[config.mk]
export PLATFORM = sky130hd
export DESIGN_NAME = fpu_half_decode
export DESIGN_NICKNAME = d
export VERILOG_FILES = /design/src/rtl/fpu_half_decode.sv
export SDC_FILE = /design/constraint.sdc
export NUM_CORES = 1
export LEC_CHECK = 0
export BUFFER_PORTS_ARGS = -buffer_cell sky130_fd_sc_hd__buf_2
export CAP_MARGIN = 10
export CORE_AREA = 3 3 74 94
export DETAILED_ROUTE_END_ITERATION = 6
export DIE_AREA = 0 0 77 97
export HOLD_SLACK_MARGIN = 0.03
export PLACE_DENSITY = 0.76
export SYNTH_ARGS = -nofsm -noshare
export SYNTH_HDL_FRONTEND = slang
export SYNTH_SLANG_ARGS = --single-unit
[constraint.sdc]
create_clock -name CLK -period 2.2 [get_ports CLK]
set_input_delay 0.11 -clock CLK [delete_from_list [all_inputs] [get_ports CLK]]
set_output_delay 0.11 -clock CLK [all_outputs]
set_load 0.05 [all_outputs]
[src/rtl/fpu_half_decode.sv]
// Half-precision FP decode stage: 1-cycle registered decode, output reg + 1 skid entry.
// Optional FLH/FSH decode enabled by defining FPU_HALF_LDST_EN.
module fpu_half_decode #(
    parameter int unsigned WORD_W  = 32,
    parameter int unsigned OPSEL_W = 5
) (
    input  logic               CLK,
    input  logic               nRST,
    input  logic               flush,
    input  logic               frm_we,
    input  logic [2:0]         frm_wdata,
    output logic [2:0]         frm,
    input  logic               instr_valid,
    input  logic [WORD_W-1:0]  instr,
    output logic               instr_ready,
    output logic               dec_valid,
    input  logic               dec_ready,
    output logic [OPSEL_W-1:0] dec_op,
    output logic [4:0]         dec_rd,
    output logic [4:0]         dec_rs1,
    output logic [4:0]         dec_rs2,
    output logic [4:0]         dec_rs3,
    output logic [2:0]         dec_rm,
    output logic [11:0]        dec_imm,
    output logic               dec_illegal
);

    typedef struct packed {
        logic [OPSEL_W-1:0] op;
        logic [4:0]         rd;
        logic [4:0]         rs1;
        logic [4:0]         rs2;
        logic [4:0]         rs3;
        logic [2:0]         rm;
        logic [11:0]        imm;
        logic               illegal;
    } bundle_t;

    localparam logic [6:0] OpcFop    = 7'b1010011;
    localparam logic [6:0] OpcFmadd  = 7'b1000011;
    localparam logic [6:0] OpcFmsub  = 7'b1000111;
    localparam logic [6:0] OpcFnmsub = 7'b1001011;
    localparam logic [6:0] OpcFnmadd = 7'b1001111;
    localparam logic [6:0] OpcFload  = 7'b0000111;
    localparam logic [6:0] OpcFstore = 7'b0100111;

    bundle_t    out_q, out_d, skid_q, skid_d, dec_n;
    logic       out_valid_q, out_valid_d, skid_valid_q, skid_valid_d;
    logic [2:0] frm_q, frm_d;

    logic [6:0]         opcode;
    logic [4:0]         funct5;
    logic [1:0]         fmt;
    logic [2:0]         rm_f;
    logic [4:0]         rs2_f;
    logic [2:0]         rm_res;
    logic               rounding;
    logic               legal;
    logic [OPSEL_W-1:0] op_n;
    logic [11:0]        imm_n;
    logic               rd_zero;
    logic               accept;
    logic               issue;

    // Combinational decode of the incoming word against the current frm CSR.
    always_comb begin
        opcode   = instr[6:0];
        funct5   = instr[31:27];
        fmt      = instr[26:25];
        rm_f     = instr[14:12];
        rs2_f    = instr[24:20];
        rm_res   = (rm_f == 3'b111) ? frm_q : rm_f;
        rounding = 1'b0;
        legal    = 1'b0;
        op_n     = '0;
        imm_n    = '0;
        rd_zero  = 1'b0;
        dec_n    = '0;
        dec_n.rd  = instr[11:7];
        dec_n.rs1 = instr[19:15];
        dec_n.rs2 = rs2_f;

        case (opcode)
            OpcFop: begin
                if (fmt == 2'b10) begin
                    case (funct5)
                        5'b00000: begin legal = 1'b1; rounding = 1'b1; op_n = OPSEL_W'(0); end
                        5'b00001: begin legal = 1'b1; rounding = 1'b1; op_n = OPSEL_W'(1); end
                        5'b00010: begin legal = 1'b1; rounding = 1'b1; op_n = OPSEL_W'(2); end
                        5'b00011: begin legal = 1'b1; rounding = 1'b1; op_n = OPSEL_W'(3); end
                        5'b01011: begin
                            legal    = (rs2_f == 5'd0);
                            rounding = 1'b1;
                            op_n     = OPSEL_W'(4);
                        end
                        5'b00100: begin
                            legal = (rm_f <= 3'b010);
                            op_n  = OPSEL_W'(5 + int'(rm_f[1:0]));
                        end
                        5'b00101: begin
                            legal = (rm_f <= 3'b001);
                            op_n  = OPSEL_W'(8 + int'(rm_f[0]));
                        end
                        5'b10100: begin
                            legal = (rm_f <= 3'b010);
                            // rm 010/001/000 map to FEQ/FLT/FLE
                            op_n  = OPSEL_W'(12 - int'(rm_f[1:0]));
                        end
                        5'b11100: begin
                            legal = (rm_f == 3'b001) && (rs2_f == 5'd0);
                            op_n  = OPSEL_W'(13);
                        end
                        default: legal = 1'b0;
                    endcase
                end
            end
            OpcFmadd, OpcFmsub, OpcFnmsub, OpcFnmadd: begin
                legal     = (fmt == 2'b10);
                rounding  = 1'b1;
                op_n      = OPSEL_W'(14 + int'(opcode[3:2]));
                dec_n.rs3 = instr[31:27];
            end
`ifdef FPU_HALF_LDST_EN
            OpcFload: begin
                legal = (rm_f == 3'b001);
                op_n  = OPSEL_W'(18);
                imm_n = instr[31:20];
            end
            OpcFstore: begin
                legal   = (rm_f == 3'b001);
                op_n    = OPSEL_W'(19);
                imm_n   = {instr[31:25], instr[11:7]};
                rd_zero = 1'b1;
            end
`else
            OpcFload, OpcFstore: legal = 1'b0;
`endif
            default: legal = 1'b0;
        endcase

        // Reserved resolved modes (static 101/110 or dynamic frm >= 101) only matter when rounding
        if (rounding && (rm_res >= 3'b101)) begin
            legal = 1'b0;
        end

        if (legal) begin
            dec_n.op  = op_n;
            dec_n.rm  = rounding ? rm_res : 3'b000;
            dec_n.imm = imm_n;
            if (rd_zero) begin
                dec_n.rd = 5'd0;
            end
        end else begin
            dec_n.illegal = 1'b1;
        end
    end

    always_comb begin
        out_d        = out_q;
        out_valid_d  = out_valid_q;
        skid_d       = skid_q;
        skid_valid_d = skid_valid_q;
        frm_d        = frm_we ? frm_wdata : frm_q;
        accept       = instr_valid && !skid_valid_q;
        issue        = out_valid_q && dec_ready;

        if (flush) begin
            out_valid_d  = 1'b0;
            skid_valid_d = 1'b0;
        end else begin
            if (issue) begin
                out_valid_d = 1'b0;
            end
            if (skid_valid_q) begin
                if (issue) begin
                    out_d        = skid_q;
                    out_valid_d  = 1'b1;
                    skid_valid_d = 1'b0;
                end
            end else if (accept) begin
                if (!out_valid_q || issue) begin
                    out_d       = dec_n;
                    out_valid_d = 1'b1;
                end else begin
                    skid_d       = dec_n;
                    skid_valid_d = 1'b1;
                end
            end
        end
    end

    always_ff @(posedge CLK or negedge nRST) begin
        if (!nRST) begin
            out_q        <= '0;
            out_valid_q  <= 1'b0;
            skid_q       <= '0;
            skid_valid_q <= 1'b0;
            frm_q        <= 3'b000;
        end else begin
            out_q        <= out_d;
            out_valid_q  <= out_valid_d;
            skid_q       <= skid_d;
            skid_valid_q <= skid_valid_d;
            frm_q        <= frm_d;
        end
    end

    assign frm         = frm_q;
    assign instr_ready = !skid_valid_q;
    assign dec_valid   = out_valid_q;
    assign dec_op      = out_q.op;
    assign dec_rd      = out_q.rd;
    assign dec_rs1     = out_q.rs1;
    assign dec_rs2     = out_q.rs2;
    assign dec_rs3     = out_q.rs3;
    assign dec_rm      = out_q.rm;
    assign dec_imm     = out_q.imm;
    assign dec_illegal = out_q.illegal;

endmodule
==> flow_summary.ini <==
[timing]
period_needed_ns = 1.818
worst_pin_slew_ns = 0.6222
finalHoldViolCount = 0
final-max-slew-violation-count = 0
finalCritPeriodShare_pct = 82.62
rsz0062_at_grt = false
finalSetupViolCount = 0
worst_slew_margin_rel_pct = 58.52
setup_tns_ns = 0
fin_skew_ns = 0.01071
clock.fmax_mhz = 550.2

[grt]
grt_overflow_total = 0
grt_use_total_pct = 22.38
grt_pass1_wl_um = 13570
grt_pass1_vias = 2835
grt_start_max_net_pins = 40
antenna_found_initial = 0

[floorplanning]
die_h_um = 97
rows = 32
start_util_pct = 52.86
die_w_um = 77
io_pins = 87
core_um2 = 6126
die_area_um2 = 7469

[place]
port_buffers = 74
hpwlAfterDp_um = 5368
place_area_um2 = 3633
place_congestion = 0.8951

[min_path]
hold_class = input pin to flop

[yosys]
ys_seq_area_share_pct = 48.69
ys_ff_latch = 63
yosysWarningCount = 0
synth-edff-count = 0
synthFlopType = dfrtp_1
ys_async_sr_fraction_pct = 100.0
syn_area_um2 = 3238
syn_inst = 351
synth_cell_types = 52
avgSynthCellArea_um2 = 9.225

[job]
drv_cap = 0

[clock_tree]
cts_resized = 0
clkTransAtPathRegs_ns = 0.08
insertion_delay_ns = 0.34
clk_path_buf_depth = 2
cts_sinks = 63
cts_root_buf = clkbuf_8
cts_buffers = 9
htreeDepth = 3
cts_tree = yes

[finish]
final_cell_mix = nand2_1 (91), buf_2 (74), dfrtp_1 (63)
final_layout_size_suffix_gt1_share_pct = 24.05
fin_nets = 489
mostFrequentLayoutCell = nand2_1
synthToLayoutAreaGrowth_pct = 25.39
antennaDiodeCount = 0
final_cell_area_um2 = 4060

[drt]
drt-wirelength-per-cell_um = 14.57
drc = 0
drt_iter0_markers = 146
vias_per_cell = 5.360
drtAntennaViolNets = 0
wirelength_um = 7782
first_pass_iters = 4
vias = 2862

[critical_path]
required_ns = 2.46
arrival_ns = 2.07
critPathKind = flop to flop
startpoint_type = flop
crit_path_end_kind = flop
critPathMaxFanout = 5

[pwr]
ir_drop_uv = 343.1
powerDensity_nw_per_um2 = 812.4
power.leakage_nw = 1.951

[run_status]
status = completed
[repair_timing]
action,CTS,global route
hold buffers,22,0
buffers inserted,0,0
endpoints found under the hold margin,45,0
endpoints found under the setup margin,0,0
[cell usage after synthesis, types with 2 or more instances]
cell type,count,area [um2]
a211oi_1,3,22.52
a21oi_1,14,70.07
a31oi_1,2,12.51
and3_1,6,37.54
and4b_1,2,20.02
buf_2,4,20.02
buf_4,12,90.09
buf_6,2,22.52
clkbuf_1,13,48.80
dfrtp_1,63,1577
ha_1,4,50.05
inv_1,6,22.52
mux2_2,5,56.30
mux2i_1,17,170.2
nand2_1,91,341.6
nand2b_1,4,25.02
nand3_1,3,15.01
nor2_1,11,41.29
nor2b_1,2,12.51
nor3_1,3,15.01
nor4b_1,3,26.28
o211ai_1,5,37.54
o21a_1,6,45.04
o21ai_0,30,150.1
o22ai_1,2,12.51
o31ai_1,8,60.06
or3_1,4,25.02
or3b_1,2,17.52
[layout make-up]
class                           count  area [um2]
Tap cell                           85       106.4
Clock buffer                       10       137.6
Clock inverter                      6       68.82
Multi-Input combinational cell    261        1505
Sequential cell                    63        1577
Inverter                            6       22.52
Fill cell                         504        2066
Timing Repair Buffer              103       643.1
[report_power, final]
part / switching (mW) / total (mW) / internal (mW)
combinational: 0.625 / 0.867 / 0.242
clock: 0.462 / 1.02 / 0.559
sequential: 0.0890 / 1.41 / 1.32
total: 1.18 / 3.30 / 2.12
[path summary, 6_finish.rpt]
| check | start | to | slack, ns | cells past startpoint |
|---|---|---|---|---|
| worst min register to register | dec_rd[3]$_DFFE_PN0P_ | dec_rd[3]$_DFFE_PN0P_ | 0.47 | 2 |
| max in group asynchronous | nRST | skid_q[38]$_DFFE_PN0P_ | 1.17 | 3 |
| worst max-delay path | skid_valid_q$_DFF_PN0_ | skid_q[15]$_DFFE_PN0P_ | 0.38 | 4 |
| min in group asynchronous | nRST | dec_rs3[4]$_DFFE_PN0P_ | 0.32 | 2 |
| worst min-delay path | frm_we | frm[1]$_DFFE_PN0P_ | 0.05 | 2 |
| worst max register to register | skid_valid_q$_DFF_PN0_ | skid_q[15]$_DFFE_PN0P_ | 0.38 | 4 |
[per-layer routing]
metal / vias up / wire [um] / global-route usage (%)
met3: 10 / 374 / 4.376
met1: 1373 / 3347 / 29.49
met2: 94 / 3946 / 36.51
met4: 0 / 114 / 8.356
met5: - / 0 / 0
li1: 1385 / - / -
[critical path: stages, from the launching register on]
cell	delay [ns]
dfrtp_1	0.40
nand2b_1	0.24
or3_1	0.44
or4_1	0.51
o21ai_0	0.16
[sequential cells by signal (all words and copies together) (netlist names), 3 cells and up]
signal and count:
dec_rs1 5, dec_rd 5, dec_rs3 5, dec_rs2 5, dec_rm 3, skid_q 29, dec_op 5, frm 3
[kinds of logic (layout without fill, tap and decap cells)]
family | count (synthesis) | count (layout) | share of synthesized area, %
xor gates and xnor gates | 1 | 1 | 0.2705
and+or+nand+nor | 139 | 139 | 19.67
muxes | 22 | 22 | 6.994
other | 1 | 12 | 0.1158
buffers and inverters | 38 | 125 | 6.414
DFF | 63 | 63 | 48.69
AOI/OAI and AO/OA | 83 | 83 | 16.31
adders and majority gates | 4 | 4 | 1.546
[through the flow]
stage	setup slack, ns	utilization, %	hold WS (ns)	total power, mW	cells
detailed placement	0.3411	59.31	0.1557	2.266	496
global route	0.2670	66.28	0.04990	3.464	534
floorplan	0.3377	-	-0.1856	2.041	362
CTS	0.3892	66.28	0.04279	3.317	534
finish	0.3824	66.28	0.05174	3.298	534
global placement	0.3886	59.31	0.1534	2.245	496
Power figures use the tool's default switching activity.
